==> src/rtl/mem_arbiter.sv <==
// Two-port arbiter sharing a single-port 1024x32 RAM between the CPU (port 0) and a secondary
// requester. Optional burst locking is built only when MEM_ARB_LOCK_EN is defined.
module mem_arbiter #(
    parameter int unsigned PRIO_MODE = 0,
    parameter int unsigned MAX_BURST = 4
) (
    input  logic        clk,
    input  logic        rst,
    input  logic        req0,
    input  logic        req1,
    input  logic        we0,
    input  logic        we1,
    input  logic [9:0]  addr0,
    input  logic [9:0]  addr1,
    input  logic [31:0] wdata0,
    input  logic [31:0] wdata1,
    input  logic        lock0,
    input  logic        lock1,
    output logic        gnt0,
    output logic        gnt1,
    output logic        rvalid0,
    output logic        rvalid1,
    output logic [31:0] rdata,
    output logic [9:0]  ram_addr,
    output logic [31:0] ram_din,
    output logic        ram_we,
    input  logic [31:0] ram_dout,
    input  logic        cnt_clr,
    output logic [15:0] gcnt0,
    output logic [15:0] gcnt1,
    output logic [15:0] ccnt
);

    logic        last_q;
    logic        rd_q;
    logic        rd_port_q;
    logic [15:0] gcnt0_q;
    logic [15:0] gcnt1_q;
    logic [15:0] ccnt_q;
    logic        pick1;

`ifdef MEM_ARB_LOCK_EN
    localparam logic [3:0] BurstMax = 4'(MAX_BURST);

    logic       locked_q;
    logic       locked_d;
    logic [3:0] burst_q;
    logic [3:0] burst_d;
`else
    logic       unused_lock;
    logic [3:0] unused_cfg;

    assign unused_lock = lock0 ^ lock1;
    assign unused_cfg  = 4'(MAX_BURST);
`endif

    // pick1 only matters when both ports request.
    always_comb begin
        pick1 = (PRIO_MODE != 0) ? 1'b0 : ~last_q;
`ifdef MEM_ARB_LOCK_EN
        if (locked_q) begin
            pick1 = (burst_q < BurstMax) ? last_q : ~last_q;
        end
`endif
        gnt0 = ~rst & req0 & (~req1 | ~pick1);
        gnt1 = ~rst & req1 & (~req0 | pick1);
    end

    always_comb begin
        ram_addr = 10'd0;
        ram_din  = 32'd0;
        ram_we   = 1'b0;
        if (gnt0) begin
            ram_addr = addr0;
            ram_din  = wdata0;
            ram_we   = we0;
        end else if (gnt1) begin
            ram_addr = addr1;
            ram_din  = wdata1;
            ram_we   = we1;
        end
    end

`ifdef MEM_ARB_LOCK_EN
    // Burst count tracks consecutive locked grants to the port held in last_q.
    always_comb begin
        locked_d = locked_q;
        burst_d  = burst_q;
        if (gnt0 | gnt1) begin
            if (gnt1 ? lock1 : lock0) begin
                locked_d = 1'b1;
                if (locked_q && (gnt1 == last_q)) begin
                    burst_d = (burst_q < BurstMax) ? burst_q + 4'd1 : burst_q;
                end else begin
                    burst_d = 4'd1;
                end
            end else begin
                locked_d = 1'b0;
                burst_d  = 4'd0;
            end
        end
    end

    always_ff @(posedge clk) begin
        if (rst) begin
            locked_q <= 1'b0;
            burst_q  <= 4'd0;
        end else begin
            locked_q <= locked_d;
            burst_q  <= burst_d;
        end
    end
`endif

    always_ff @(posedge clk) begin
        if (rst) begin
            last_q    <= 1'b1;
            rd_q      <= 1'b0;
            rd_port_q <= 1'b0;
        end else begin
            if (gnt0 | gnt1) begin
                last_q <= gnt1;
            end
            rd_q      <= (gnt0 & ~we0) | (gnt1 & ~we1);
            rd_port_q <= gnt1;
        end
    end

    always_ff @(posedge clk) begin
        if (rst || cnt_clr) begin
            gcnt0_q <= 16'd0;
            gcnt1_q <= 16'd0;
            ccnt_q  <= 16'd0;
        end else begin
            if (gnt0 && gcnt0_q != 16'hFFFF) begin
                gcnt0_q <= gcnt0_q + 16'd1;
            end
            if (gnt1 && gcnt1_q != 16'hFFFF) begin
                gcnt1_q <= gcnt1_q + 16'd1;
            end
            if (req0 && req1 && ccnt_q != 16'hFFFF) begin
                ccnt_q <= ccnt_q + 16'd1;
            end
        end
    end

    // A return tag captured just before reset is suppressed while rst is high.
    assign rvalid0 = ~rst & rd_q & ~rd_port_q;
    assign rvalid1 = ~rst & rd_q & rd_port_q;
    assign rdata   = (rvalid0 | rvalid1) ? ram_dout : 32'd0;
    assign gcnt0   = gcnt0_q;
    assign gcnt1   = gcnt1_q;
    assign ccnt    = ccnt_q;

endmodule

==> config.mk <==
export PLATFORM = sky130hd
export DESIGN_NAME = mem_arbiter
export DESIGN_NICKNAME = d
export VERILOG_FILES = /design/src/rtl/mem_arbiter.sv
export SDC_FILE = /design/constraint.sdc
export NUM_CORES = 1
export LEC_CHECK = 0
export BUFFER_PORTS_ARGS = -buffer_cell sky130_fd_sc_hd__buf_2
export CAP_MARGIN = 10
export CELL_PAD_IN_SITES_DETAIL_PLACEMENT = 1
export CELL_PAD_IN_SITES_GLOBAL_PLACEMENT = 2
export CORE_MARGIN = 10
export CORE_UTILIZATION = 22
export DETAILED_ROUTE_END_ITERATION = 10
export PLACE_DENSITY_LB_ADDON = 0.1
export SETUP_SLACK_MARGIN = 0.1
export SYNTH_ARGS = -nofsm -noshare
export SYNTH_HDL_FRONTEND = slang
export SYNTH_SLANG_ARGS = --single-unit
==> constraint.sdc <==
create_clock -name clk -period 4.62 [get_ports clk]
set_input_delay 0 -clock clk [delete_from_list [all_inputs] [get_ports clk]]
set_output_delay 0 -clock clk [all_outputs]
set_load 0.05 [all_outputs]
* Word level (Yosys, flattened, before mapping)
Index checks and enable logic that the tools add are counted.
Word-level totals: bits in registers 51, bits of input ports 125, output and inout port bits 127
Operators by class: add/subtract/negate cells 3, equal/unequal tests 3, multiplexer cells 7, bitwise logic cells 21, reductions and logical operators 5
Operators with widths (number):
- 32-bit 2-to-1 mux | 3
- 16-bit by 1-bit adder with 16-bit output (second input constant) | 3
- 16-bit inequality test (second input constant) | 3
- 10-bit 2-to-1 mux | 2
- 1-bit AND | 9
- 1-bit NOT | 7
- 1-bit bitwise OR | 5
- 1-bit logical AND | 4
- 1-bit 2-to-1 mux | 2
- 1-bit logical OR | 1

* Longest topological paths before layout
Gate-level depths: netlist of the first run.
word-level depth 5, gate-level depth with buffers 7, mapped depth without buffers 5

* Least setup slack after synthesis of the first run
Ideal clock, no wire load.
kind flip-flop to flip-flop, from register gcnt0_q[0] (netlist: gcnt0[0]), to register gcnt0_q[14] (netlist: gcnt0[14]), setup time 0.135 ns, arrival time 2.050 ns, slack 2.435 ns, stages on the path, launching flop included 7, clock period less this slack 2.185 ns, path through dfxtp_1 -> ha_1 -> nand2_1 -> or4_1 -> buf_2 -> o311ai_0 -> o41ai_1
Between the ends: word-level cells in the longest chain between the ends 2, elaborated cells on any way between the ends 3
RTL lines:
- from (decl) | RTL line 37 | logic [15:0] gcnt0_q;
- from (signal assigned) | RTL line 136 | gcnt0_q <= gcnt0_q + 16'd1;
- parallel branches: the longest is 2 deep, another holds 16-bit by 1-bit adder with 16-bit output
Parallel ways; which one is timed is not known. A chain may end at the register's enable or synchronous reset.

* Worst setup path in the final report of the first run
from register last_q, to output ram_din[11]
Between the ends: word-level cells in the longest chain between the ends 5, elaborated cells on any way between the ends 7
RTL lines:
- from (decl) | RTL line 34 | logic last_q;
- from (signal assigned) | RTL line 122 | last_q <= gnt1;
- 1-bit NOT | RTL line 59 | pick1 = (PRIO_MODE != 0) ? 1'b0 : ~last_q;
- 1-bit bitwise OR | RTL line 66 | gnt1 = ~rst & req1 & (~req0 | pick1);
- 1-bit AND | RTL line 66
- 32-bit 2-to-1 mux | RTL line 77 | end else if (gnt1) begin
- 32-bit 2-to-1 mux * | RTL line 73 | if (gnt0) begin
- to (decl) | RTL line 25 | output logic [31:0] ram_din,
Mark *: on every way between the ends. The rest lies on a longest branch, timed or not.

==> impl_results.html, run 1 <==
<table>
<tr><th>Metric</th><th>Value</th></tr>
<tr><th colspan="2">Outcome</th></tr>
<tr><td>Outcome</td><td>finished, final reports clean</td></tr>
<tr><th colspan="2">Cells and area</th></tr>
<tr><td>Area taken by multi-input logic gates</td><td>0.002127 sq mm</td></tr>
<tr><td>Fill cells</td><td>1849</td></tr>
<tr><td>Top library cells by usage in the layout, fill and taps aside</td><td>sky130_fd_sc_hd__buf_2 (249), sky130_fd_sc_hd__dfxtp_1 (51), sky130_fd_sc_hd__a22o_1 (43), sky130_fd_sc_hd__and2_1 (35), sky130_fd_sc_hd__nand2_1 (29)</td></tr>
<tr><td># diodes</td><td>0</td></tr>
<tr><td>Total number of nets in the final design</td><td>767</td></tr>
<tr><td>Flip-flop and latch area</td><td>0.001021 sq mm</td></tr>
<tr><td>Layout cell share with drive strength beyond 1</td><td>42.95%</td></tr>
<tr><td>Area Overhead vs Synth</td><td>45.88%</td></tr>
<tr><td>Number of standard cells in the layout, taps in and fillers out</td><td>822</td></tr>
<tr><td>Most common library cell in the layout ignoring fill and taps</td><td>sky130_fd_sc_hd__buf_2</td></tr>
<tr><td>Final Cell Area</td><td>0.004826 sq mm</td></tr>
<tr><th colspan="2">Timing</th></tr>
<tr><td>Final Hold Viols</td><td>0</td></tr>
<tr><td>Final total negative setup slack</td><td>0 ps</td></tr>
<tr><td>RSZ-0062 raised after global routing</td><td>false</td></tr>
<tr><td>Final Setup Violations</td><td>0</td></tr>
<tr><td>Period minus WS final</td><td>2839 ps</td></tr>
<tr><td>Max Freq</td><td>0.3522 GHz</td></tr>
<tr><td>Max Slew Vio Count</td><td>0</td></tr>
<tr><td>Normalized max-slew margin</td><td>35.75%</td></tr>
<tr><td>Period Utilization, post-route</td><td>61.45%</td></tr>
<tr><td>Clock skew after layout</td><td>3.677 ps</td></tr>
<tr><td>Final hold slack</td><td>67.06 ps</td></tr>
<tr><td>Worst Tran Pin Value</td><td>955.0 ps</td></tr>
<tr><th colspan="2">Placed design</th></tr>
<tr><td>Total placed cells including tap cells</td><td>814</td></tr>
<tr><td>Total half-perimeter wirelength after legalization and detailed placement</td><td>13790 um</td></tr>
<tr><td>Instance area after placement</td><td>0.004677 sq mm</td></tr>
<tr><td>Count of input and output buffers</td><td>249</td></tr>
<tr><td>Weighted congestion reported at the end of routability-driven placement</td><td>0.7701</td></tr>
<tr><th colspan="2">Synthesis</th></tr>
<tr><td>Post-synth top area share</td><td>30.86%</td></tr>
<tr><td>Simple-gate share of the synthesized area</td><td>33.96%</td></tr>
<tr><td>Yosys warns</td><td>0</td></tr>
<tr><td>Post-Synth XOR/XNOR Area</td><td>0.2648%</td></tr>
<tr><td>Largest family of logic cells by synthesized area</td><td>simple AND/OR/NAND/NOR gates</td></tr>
<tr><td>Primary FF master, synth</td><td>sky130_fd_sc_hd__dfxtp_1</td></tr>
<tr><td>Leading cell types by total area after synthesis</td><td>sky130_fd_sc_hd__dfxtp_1 (31%), sky130_fd_sc_hd__a22o_1 (11%), sky130_fd_sc_hd__and2_1 (6.6%), sky130_fd_sc_hd__or3_1 (4.3%), sky130_fd_sc_hd__a21oi_1 (4.2%)</td></tr>
<tr><td>Synthesis-stage register bit count</td><td>51</td></tr>
<tr><td>Synthesized Nets</td><td>533</td></tr>
<tr><td>Adder and majority cell fraction of the synthesized area</td><td>1.135%</td></tr>
<tr><td>Synth Instances</td><td>405</td></tr>
<tr><td>Post-synth top area cell</td><td>sky130_fd_sc_hd__dfxtp_1</td></tr>
<tr><td>Number of flops mapped to enable cells by yosys</td><td>0</td></tr>
<tr><td>Number of distinct library cells after synthesis</td><td>54</td></tr>
<tr><td>Cell Area, Synth</td><td>0.003308 sq mm</td></tr>
<tr><td>Post-synthesis async set-or-reset flop share</td><td>0%</td></tr>
<tr><td>Mux contribution to synthesized area</td><td>2.723%</td></tr>
<tr><td>Syn Area/Cell</td><td>8.168 sq um</td></tr>
<tr><td>Compound-gate portion of the synthesized area</td><td>26.21%</td></tr>
<tr><td>Fraction of the yosys area taken by sequential cells</td><td>30.86%</td></tr>
<tr><th colspan="2">Power and ir drop</th></tr>
<tr><td>Switching power</td><td>364.9 uW</td></tr>
<tr><td>Total power draw</td><td>1093 uW</td></tr>
<tr><td>Power per standard cell area</td><td>226.6 mW/mm^2</td></tr>
<tr><td>Sequential fraction of design power</td><td>40.6%</td></tr>
<tr><td>Static leakage</td><td>0.002253 uW</td></tr>
<tr><td>Clock power frac</td><td>32.6%</td></tr>
<tr><td>Maximum vdd ir drop</td><td>0.1131 mV</td></tr>
<tr><td>Share of power burned in combinational logic</td><td>26.7%</td></tr>
<tr><td>Net Sw Frac</td><td>33.37%</td></tr>
<tr><td>Cell Int Power</td><td>728.5 uW</td></tr>
<tr><th colspan="2">Setup path</th></tr>
<tr><td>Type of the setup path with the least slack</td><td>flip-flop to output port</td></tr>
<tr><td>Worst-path maximum fanout</td><td>48</td></tr>
<tr><td>Required arrival time at the worst endpoint</td><td>4620 ps</td></tr>
<tr><td>Reg-to-Reg End</td><td>gcnt1[10]$_SDFFE_PP0P_</td></tr>
<tr><td>Kind of start point of the critical path</td><td>flip-flop</td></tr>
<tr><td>Worst setup slack for register-to-register paths</td><td>2050 ps</td></tr>
<tr><td>Critical path arrival</td><td>2840 ps</td></tr>
<tr><td>Critical R2R Launch</td><td>last_q$_SDFFE_PP1P_</td></tr>
<tr><td>Crit end category</td><td>output port</td></tr>
<tr><td>Cell depth of the worst flop-to-flop path</td><td>5</td></tr>
<tr><th colspan="2">Detailed routing</th></tr>
<tr><td>Vias post-DR</td><td>4134</td></tr>
<tr><td>Via density per instance</td><td>5.029</td></tr>
<tr><td>Detailed Routing Iterations Pass 1</td><td>4</td></tr>
<tr><td>Number of nets with antenna violations after routing</td><td>0</td></tr>
<tr><td>Mean routed wirelength per cell</td><td>20.54 um</td></tr>
<tr><td>Iter 0 DRT Violations</td><td>173</td></tr>
<tr><td>Routed Wire Length</td><td>16890 um</td></tr>
<tr><td>Residual DRC count</td><td>0</td></tr>
<tr><th colspan="2">Global routing</th></tr>
<tr><td>Antenna violations before repair</td><td>0</td></tr>
<tr><td>Pin count of the biggest net entering global routing</td><td>49</td></tr>
<tr><td>Vias in the first global route</td><td>4164</td></tr>
<tr><td>Global router's overall resource usage</td><td>15.25%</td></tr>
<tr><td>Grt ovf</td><td>0</td></tr>
<tr><td>First-pass GRT wire length</td><td>24950 um</td></tr>
<tr><th colspan="2">Floorplanning</th></tr>
<tr><td>Floorplan core area</td><td>0.01464 sq mm</td></tr>
<tr><td>Y dimension of the die</td><td>142.6 um</td></tr>
<tr><td>Die ar.</td><td>0.02034 sq mm</td></tr>
<tr><td>Number of core rows</td><td>44</td></tr>
<tr><td>Chip width</td><td>142.6 um</td></tr>
<tr><td>Initial Util</td><td>22.59%</td></tr>
<tr><td>Ports</td><td>252</td></tr>
<tr><th colspan="2">Worst hold path</th></tr>
<tr><td>Worst Hold End</td><td>last_q$_SDFFE_PP1P_</td></tr>
<tr><td>Worst hold stages</td><td>3</td></tr>
<tr><td>Hold_sp</td><td>req1</td></tr>
<tr><td>Worst hold path class</td><td>primary input to flip-flop</td></tr>
<tr><th colspan="2">Clocking</th></tr>
<tr><td>Number of buffers added by the clock tree synthesis step</td><td>5</td></tr>
<tr><td>Post-CTS repair timing setup buffer count</td><td>0</td></tr>
<tr><td>Post-cts gate resize count</td><td>0</td></tr>
<tr><td>Root buffer selected by CTS</td><td>sky130_fd_sc_hd__clkbuf_16</td></tr>
<tr><td>Quantity of hold-fixing buffers added after cts</td><td>2</td></tr>
<tr><td>TritonCTS clock tree</td><td>done</td></tr>
<tr><td>Buffer depth of the longest clock path</td><td>2</td></tr>
<tr><td>Clock sink count</td><td>51</td></tr>
<tr><td>H-Tree Depth</td><td>2</td></tr>
<tr><td>Clock Latency Late Sink</td><td>290 ps</td></tr>
<tr><td>Clk slew on worst S/H paths</td><td>60 ps</td></tr>
<tr><th colspan="2">Run</th></tr>
<tr><td>Max Cap Viol</td><td>0</td></tr>
</table>
metrics by stage:
stage               util, %  worst slack, ps
floorplan                 -             2435
global placement      31.94             2126
detailed placement    31.94             2060
CTS                   32.95             1761
global route          32.95             1501
finish                32.95             1781
per-layer routing:
metal / track usage (%) / up-vias / wire length (um)
met4: 1.792 / 0 / 24
li1: - / 2027 / -
met3: 3.383 / 2 / 815
met5: 0 / - / 0
met2: 27.95 / 102 / 9170
met1: 18.19 / 2003 / 6877
Yosys cell counts (all sizes together), types with 11 or more instances:
master   n
a21oi   28
or4     15
clkbuf  17
and2    35
o31ai   13
nand4   15
nand2   29
nor4    11
or3     24
dfxtp   51
a22o    43
o21ai   18
nand3   17
how the worst max path moves through the flow:
| stage | start | end | slack [ps] | depth (start not counted) |
|---|---|---|---|---|
| final | last_q$_SDFFE_PP1P_ | ram_din[11] | 1780 | 5 |
| after global placement | last_q$_SDFFE_PP1P_ | gcnt1[10]$_SDFFE_PP0P_ | 2130 | 5 |
| after global routing | last_q$_SDFFE_PP1P_ | ram_din[17] | 1500 | 5 |
| after detailed placement | last_q$_SDFFE_PP1P_ | gcnt1[10]$_SDFFE_PP0P_ | 2060 | 5 |
| after floorplan | gcnt0[0]$_SDFFE_PP0P_ | gcnt0[14]$_SDFFE_PP0P_ | 2430 | 6 |
| after CTS | last_q$_SDFFE_PP1P_ | ram_din[11] | 1760 | 5 |
state kept, by name, summed over array words and instances, names as in the netlist:
register and count:
ccnt 16, last_q 1, gcnt0 16, gcnt1 16, rd_port_q 1, rd_q 1
cell families after synthesis:
logic type / after synthesis
AOI/OAI and AO/OA: 122
xor gates and xnor gates: 1
adders and majority gates: 3
buffers and inverters: 36
DFF: 51
muxes: 9
and+or+nand+nor: 183
power by group through the flow:
stage	clock (uW)	sequential (uW)	combinational, uW
finish	357	444	292
global route	392	445	313
CTS	372	444	297
detailed placement	0	455	295
global placement	0	454	292
floorplan	0	457	190
layout make-up:
| type | count | share of cell area, % |
|---|---|---|
| multi-input cells | 318 | 44.08 |
| repair buffers | 253 | 26.55 |
| flip-flops and latches | 51 | 21.16 |
| well taps | 184 | 4.771 |
| clock buffers | 6 | 2.670 |
| inverters | 10 | 0.7778 |
worst max-delay path: stages (launching register included):
cell                      delay (ps)
sky130_fd_sc_hd__dfxtp_1         410
sky130_fd_sc_hd__and2_1          220
sky130_fd_sc_hd__or2_0           700
sky130_fd_sc_hd__inv_2           570
sky130_fd_sc_hd__a22o_1          390
sky130_fd_sc_hd__buf_2           220
Power figures use the tool's default switching activity.
==> run 2, diff against run 1 <==
--- a/config.mk
+++ b/config.mk
@@ -10,7 +10,7 @@
 export CELL_PAD_IN_SITES_DETAIL_PLACEMENT = 1
 export CELL_PAD_IN_SITES_GLOBAL_PLACEMENT = 2
 export CORE_MARGIN = 10
-export CORE_UTILIZATION = 22
+export CORE_UTILIZATION = 20
 export DETAILED_ROUTE_END_ITERATION = 10
 export PLACE_DENSITY_LB_ADDON = 0.1
 export SETUP_SLACK_MARGIN = 0.1
==> constraint.sdc (replaced) <==
create_clock -name clk -period 2.85 [get_ports clk]
set_input_delay 0 -clock clk [delete_from_list [all_inputs] [get_ports clk]]
set_output_delay 0 -clock clk [all_outputs]
set_load 0.05 [all_outputs]
==> run 2 against run 1 <==
  * Die area is 8.6% higher
  * Clock power increased by 64%
  * Final area is 0.99% higher
  * Clock-buffer cell count unchanged
  * Power is 63% higher
  * Setup slack lost 1400 ps
  * Non-clock buffer count is 1 higher
  * Critical path depth increased by 1
  * Global-route usage fell by 0.45 points
  * Clock skew is 1.5 ps higher
  * Via count shrank 0.77%
  * Critical endpoint is now ram_din[12]
==> impl_results.html, run 2 (same netlist as run 1, synthesis figures left out) <==
<table>
<tr><th>Metric</th><th>Value</th></tr>
<tr><th colspan="2">Timing</th></tr>
<tr><td>Final hold slack</td><td>70.41 ps (+3.356 ps)</td></tr>
<tr><td>Max Slew Vio Count</td><td>0 (unchanged)</td></tr>
<tr><td>Period Utilization, post-route</td><td>87.63%</td></tr>
<tr><td>Max Freq</td><td>0.4004 GHz</td></tr>
<tr><td>Clock skew after layout</td><td>5.224 ps (+1.547 ps)</td></tr>
<tr><td>RSZ-0062 raised after global routing</td><td>false</td></tr>
<tr><td>Normalized max-slew margin</td><td>38.06% (+2.3 points)</td></tr>
<tr><td>Final total negative setup slack</td><td>0 ps (unchanged)</td></tr>
<tr><td>Final Setup Violations</td><td>0 (unchanged)</td></tr>
<tr><td>Final Hold Viols</td><td>0 (unchanged)</td></tr>
<tr><td>Period minus WS final</td><td>2498 ps</td></tr>
<tr><td>Worst Tran Pin Value</td><td>920.6 ps (-34.38 ps)</td></tr>
<tr><th colspan="2">Global routing</th></tr>
<tr><td>Grt ovf</td><td>0 (unchanged)</td></tr>
<tr><td>Vias in the first global route</td><td>4209 (+1.1%)</td></tr>
<tr><td>Antenna violations before repair</td><td>1 (+1)</td></tr>
<tr><td>First-pass GRT wire length</td><td>25870 um (+3.7%)</td></tr>
<tr><td>Global router's overall resource usage</td><td>14.79% (-0.45 points)</td></tr>
<tr><td>Pin count of the biggest net entering global routing</td><td>49 (unchanged)</td></tr>
<tr><th colspan="2">Setup path</th></tr>
<tr><td>Crit end category</td><td>output port</td></tr>
<tr><td>Required arrival time at the worst endpoint</td><td>2850 ps (-1770 ps)</td></tr>
<tr><td>Critical path arrival</td><td>2500 ps (-340 ps)</td></tr>
<tr><td>Cell depth of the worst flop-to-flop path</td><td>6 (+1)</td></tr>
<tr><td>Worst-path maximum fanout</td><td>48 (unchanged)</td></tr>
<tr><td>Kind of start point of the critical path</td><td>flip-flop</td></tr>
<tr><td>Type of the setup path with the least slack</td><td>flip-flop to output port</td></tr>
<tr><th colspan="2">Floorplanning</th></tr>
<tr><td>Floorplan core area</td><td>0.01606 sq mm (+9.7%)</td></tr>
<tr><td>Number of core rows</td><td>46 (+4.5%)</td></tr>
<tr><td>Initial Util</td><td>20.60% (-2.0 points)</td></tr>
<tr><td>Ports</td><td>252 (unchanged)</td></tr>
<tr><td>Y dimension of the die</td><td>148.6 um (+4.2%)</td></tr>
<tr><td>Chip width</td><td>148.6 um (+4.2%)</td></tr>
<tr><td>Die ar.</td><td>0.02208 sq mm (+8.6%)</td></tr>
<tr><th colspan="2">Detailed routing</th></tr>
<tr><td>Number of nets with antenna violations after routing</td><td>0 (unchanged)</td></tr>
<tr><td>Iter 0 DRT Violations</td><td>134 (-23%)</td></tr>
<tr><td>Routed Wire Length</td><td>17550 um (+3.9%)</td></tr>
<tr><td>Residual DRC count</td><td>0 (unchanged)</td></tr>
<tr><td>Vias post-DR</td><td>4102 (-0.77%)</td></tr>
<tr><td>Via density per instance</td><td>4.798 (-4.6%)</td></tr>
<tr><td>Mean routed wirelength per cell</td><td>20.53 um (about the same)</td></tr>
<tr><td>Detailed Routing Iterations Pass 1</td><td>4 (unchanged)</td></tr>
<tr><th colspan="2">Run</th></tr>
<tr><td>Max Cap Viol</td><td>0 (unchanged)</td></tr>
<tr><th colspan="2">Placed design</th></tr>
<tr><td>Total half-perimeter wirelength after legalization and detailed placement</td><td>14220 um (+3.2%)</td></tr>
<tr><td>Weighted congestion reported at the end of routability-driven placement</td><td>0.7832 (+1.7%)</td></tr>
<tr><td>Instance area after placement</td><td>0.004725 sq mm (+1.0%)</td></tr>
<tr><td>Count of input and output buffers</td><td>249 (unchanged)</td></tr>
<tr><th colspan="2">Clocking</th></tr>
<tr><td>Post-cts gate resize count</td><td>0 (unchanged)</td></tr>
<tr><td>Clk slew on worst S/H paths</td><td>70 ps (about the same)</td></tr>
<tr><td>Number of buffers added by the clock tree synthesis step</td><td>5 (unchanged)</td></tr>
<tr><td>TritonCTS clock tree</td><td>done</td></tr>
<tr><td>Root buffer selected by CTS</td><td>sky130_fd_sc_hd__clkbuf_16</td></tr>
<tr><td>Clock sink count</td><td>51 (unchanged)</td></tr>
<tr><td>Post-CTS repair timing setup buffer count</td><td>0 (unchanged)</td></tr>
<tr><td>Buffer depth of the longest clock path</td><td>2 (unchanged)</td></tr>
<tr><td>Quantity of hold-fixing buffers added after cts</td><td>2 (unchanged)</td></tr>
<tr><td>Clock Latency Late Sink</td><td>290 ps (about the same)</td></tr>
<tr><td>H-Tree Depth</td><td>2 (unchanged)</td></tr>
<tr><th colspan="2">Cells and area</th></tr>
<tr><td>Area Overhead vs Synth</td><td>47.31%</td></tr>
<tr><td>Most common library cell in the layout ignoring fill and taps</td><td>sky130_fd_sc_hd__buf_2</td></tr>
<tr><td>Flip-flop and latch area</td><td>0.001021 sq mm (unchanged)</td></tr>
<tr><td>Area taken by multi-input logic gates</td><td>0.002127 sq mm (unchanged)</td></tr>
<tr><td>Fill cells</td><td>1989 (+7.6%)</td></tr>
<tr><td>Top library cells by usage in the layout, fill and taps aside</td><td>sky130_fd_sc_hd__buf_2 (249), sky130_fd_sc_hd__dfxtp_1 (51), sky130_fd_sc_hd__a22o_1 (43), sky130_fd_sc_hd__and2_1 (35), sky130_fd_sc_hd__nand2_1 (29)</td></tr>
<tr><td>Total number of nets in the final design</td><td>768 (+0.13%)</td></tr>
<tr><td># diodes</td><td>0 (unchanged)</td></tr>
<tr><td>Final Cell Area</td><td>0.004873 sq mm (+0.99%)</td></tr>
<tr><td>Layout cell share with drive strength beyond 1</td><td>43.04% (+0.089 points)</td></tr>
<tr><th colspan="2">Power and ir drop</th></tr>
<tr><td>Maximum vdd ir drop</td><td>0.2112 mV (+87%)</td></tr>
<tr><td>Static leakage</td><td>0.002257 uW (+0.19%)</td></tr>
<tr><td>Power per standard cell area</td><td>366.0 mW/mm^2 (+62%)</td></tr>
<tr><th colspan="2">Worst hold path</th></tr>
<tr><td>Worst hold stages</td><td>3 (unchanged)</td></tr>
<tr><td>Worst hold path class</td><td>primary input to flip-flop</td></tr>
<tr><th colspan="2">Outcome</th></tr>
<tr><td>Outcome</td><td>finished, final reports clean</td></tr>
</table>
[run 2: changes by cell type in the layout (fill, tap and decap cells not counted), sizes merged]
cell	delta
buf	+1
[run 2: through the flow]
step	power (uW)	worst slack, ps	cells	util, %
2_1_floorplan	1049	664.9	405	-
3_3_place_gp	1214	659.1	847	29.42
3_5_place_dp	1220	571.5	847	29.42
4_1_cts	1824	340.8	855	30.35
5_1_grt	1878	185.3	855	30.35
6_report	1783	352.4	855	30.35
[run 2: area by class of cell]
cell class / count / area share [%]
well taps: 216 / 5.546
multi-input cells: 318 / 43.65
repair buffers: 254 / 26.44
flip-flops and latches: 51 / 20.95
inverters: 10 / 0.7702
clock buffers: 6 / 2.644
[run 2: power by group]
| part | leakage, uW | internal (uW) | switching, uW | total (uW) |
|---|---|---|---|---|
| Clock | 0.0000628 | 317 | 267 | 585 |
| Combinational | 0.00178 | 148 | 330 | 479 |
| Sequential | 0.000411 | 716 | 3.66 | 720 |
[run 2: worst max-delay path: stages (launching register included)]
cell and delay (ps):
sky130_fd_sc_hd__dfxtp_1 350, sky130_fd_sc_hd__and2_1 190, sky130_fd_sc_hd__or2_0 220, sky130_fd_sc_hd__buf_4 200
sky130_fd_sc_hd__inv_2 630, sky130_fd_sc_hd__a22o_1 310, sky130_fd_sc_hd__buf_2 280
[run 2: final timing paths]
| kind | endpoint | start | slack [ps] |
|---|---|---|---|
| worst max-delay path | ram_din[12] | last_q$_SDFFE_PP1P_ | 350 |
| worst min-delay path | last_q$_SDFFE_PP1P_ | req1 | 70 |
| worst max register to register | gcnt1[14]$_SDFFE_PP0P_ | last_q$_SDFFE_PP1P_ | 600 |
| worst min register to register | ccnt[15]$_SDFFE_PP0P_ | ccnt[15]$_SDFFE_PP0P_ | 510 |
[run 2: per-layer routing]
metal | GRT usage (%) | vias to the layer above | share of wire (%)
met5 | 0 | - | 0.046
met4 | 3.766 | 2 | 1.7
met3 | 3.701 | 25 | 5.0
met2 | 25.87 | 108 | 52
met1 | 17.55 | 1933 | 41
li1 | - | 2034 | -
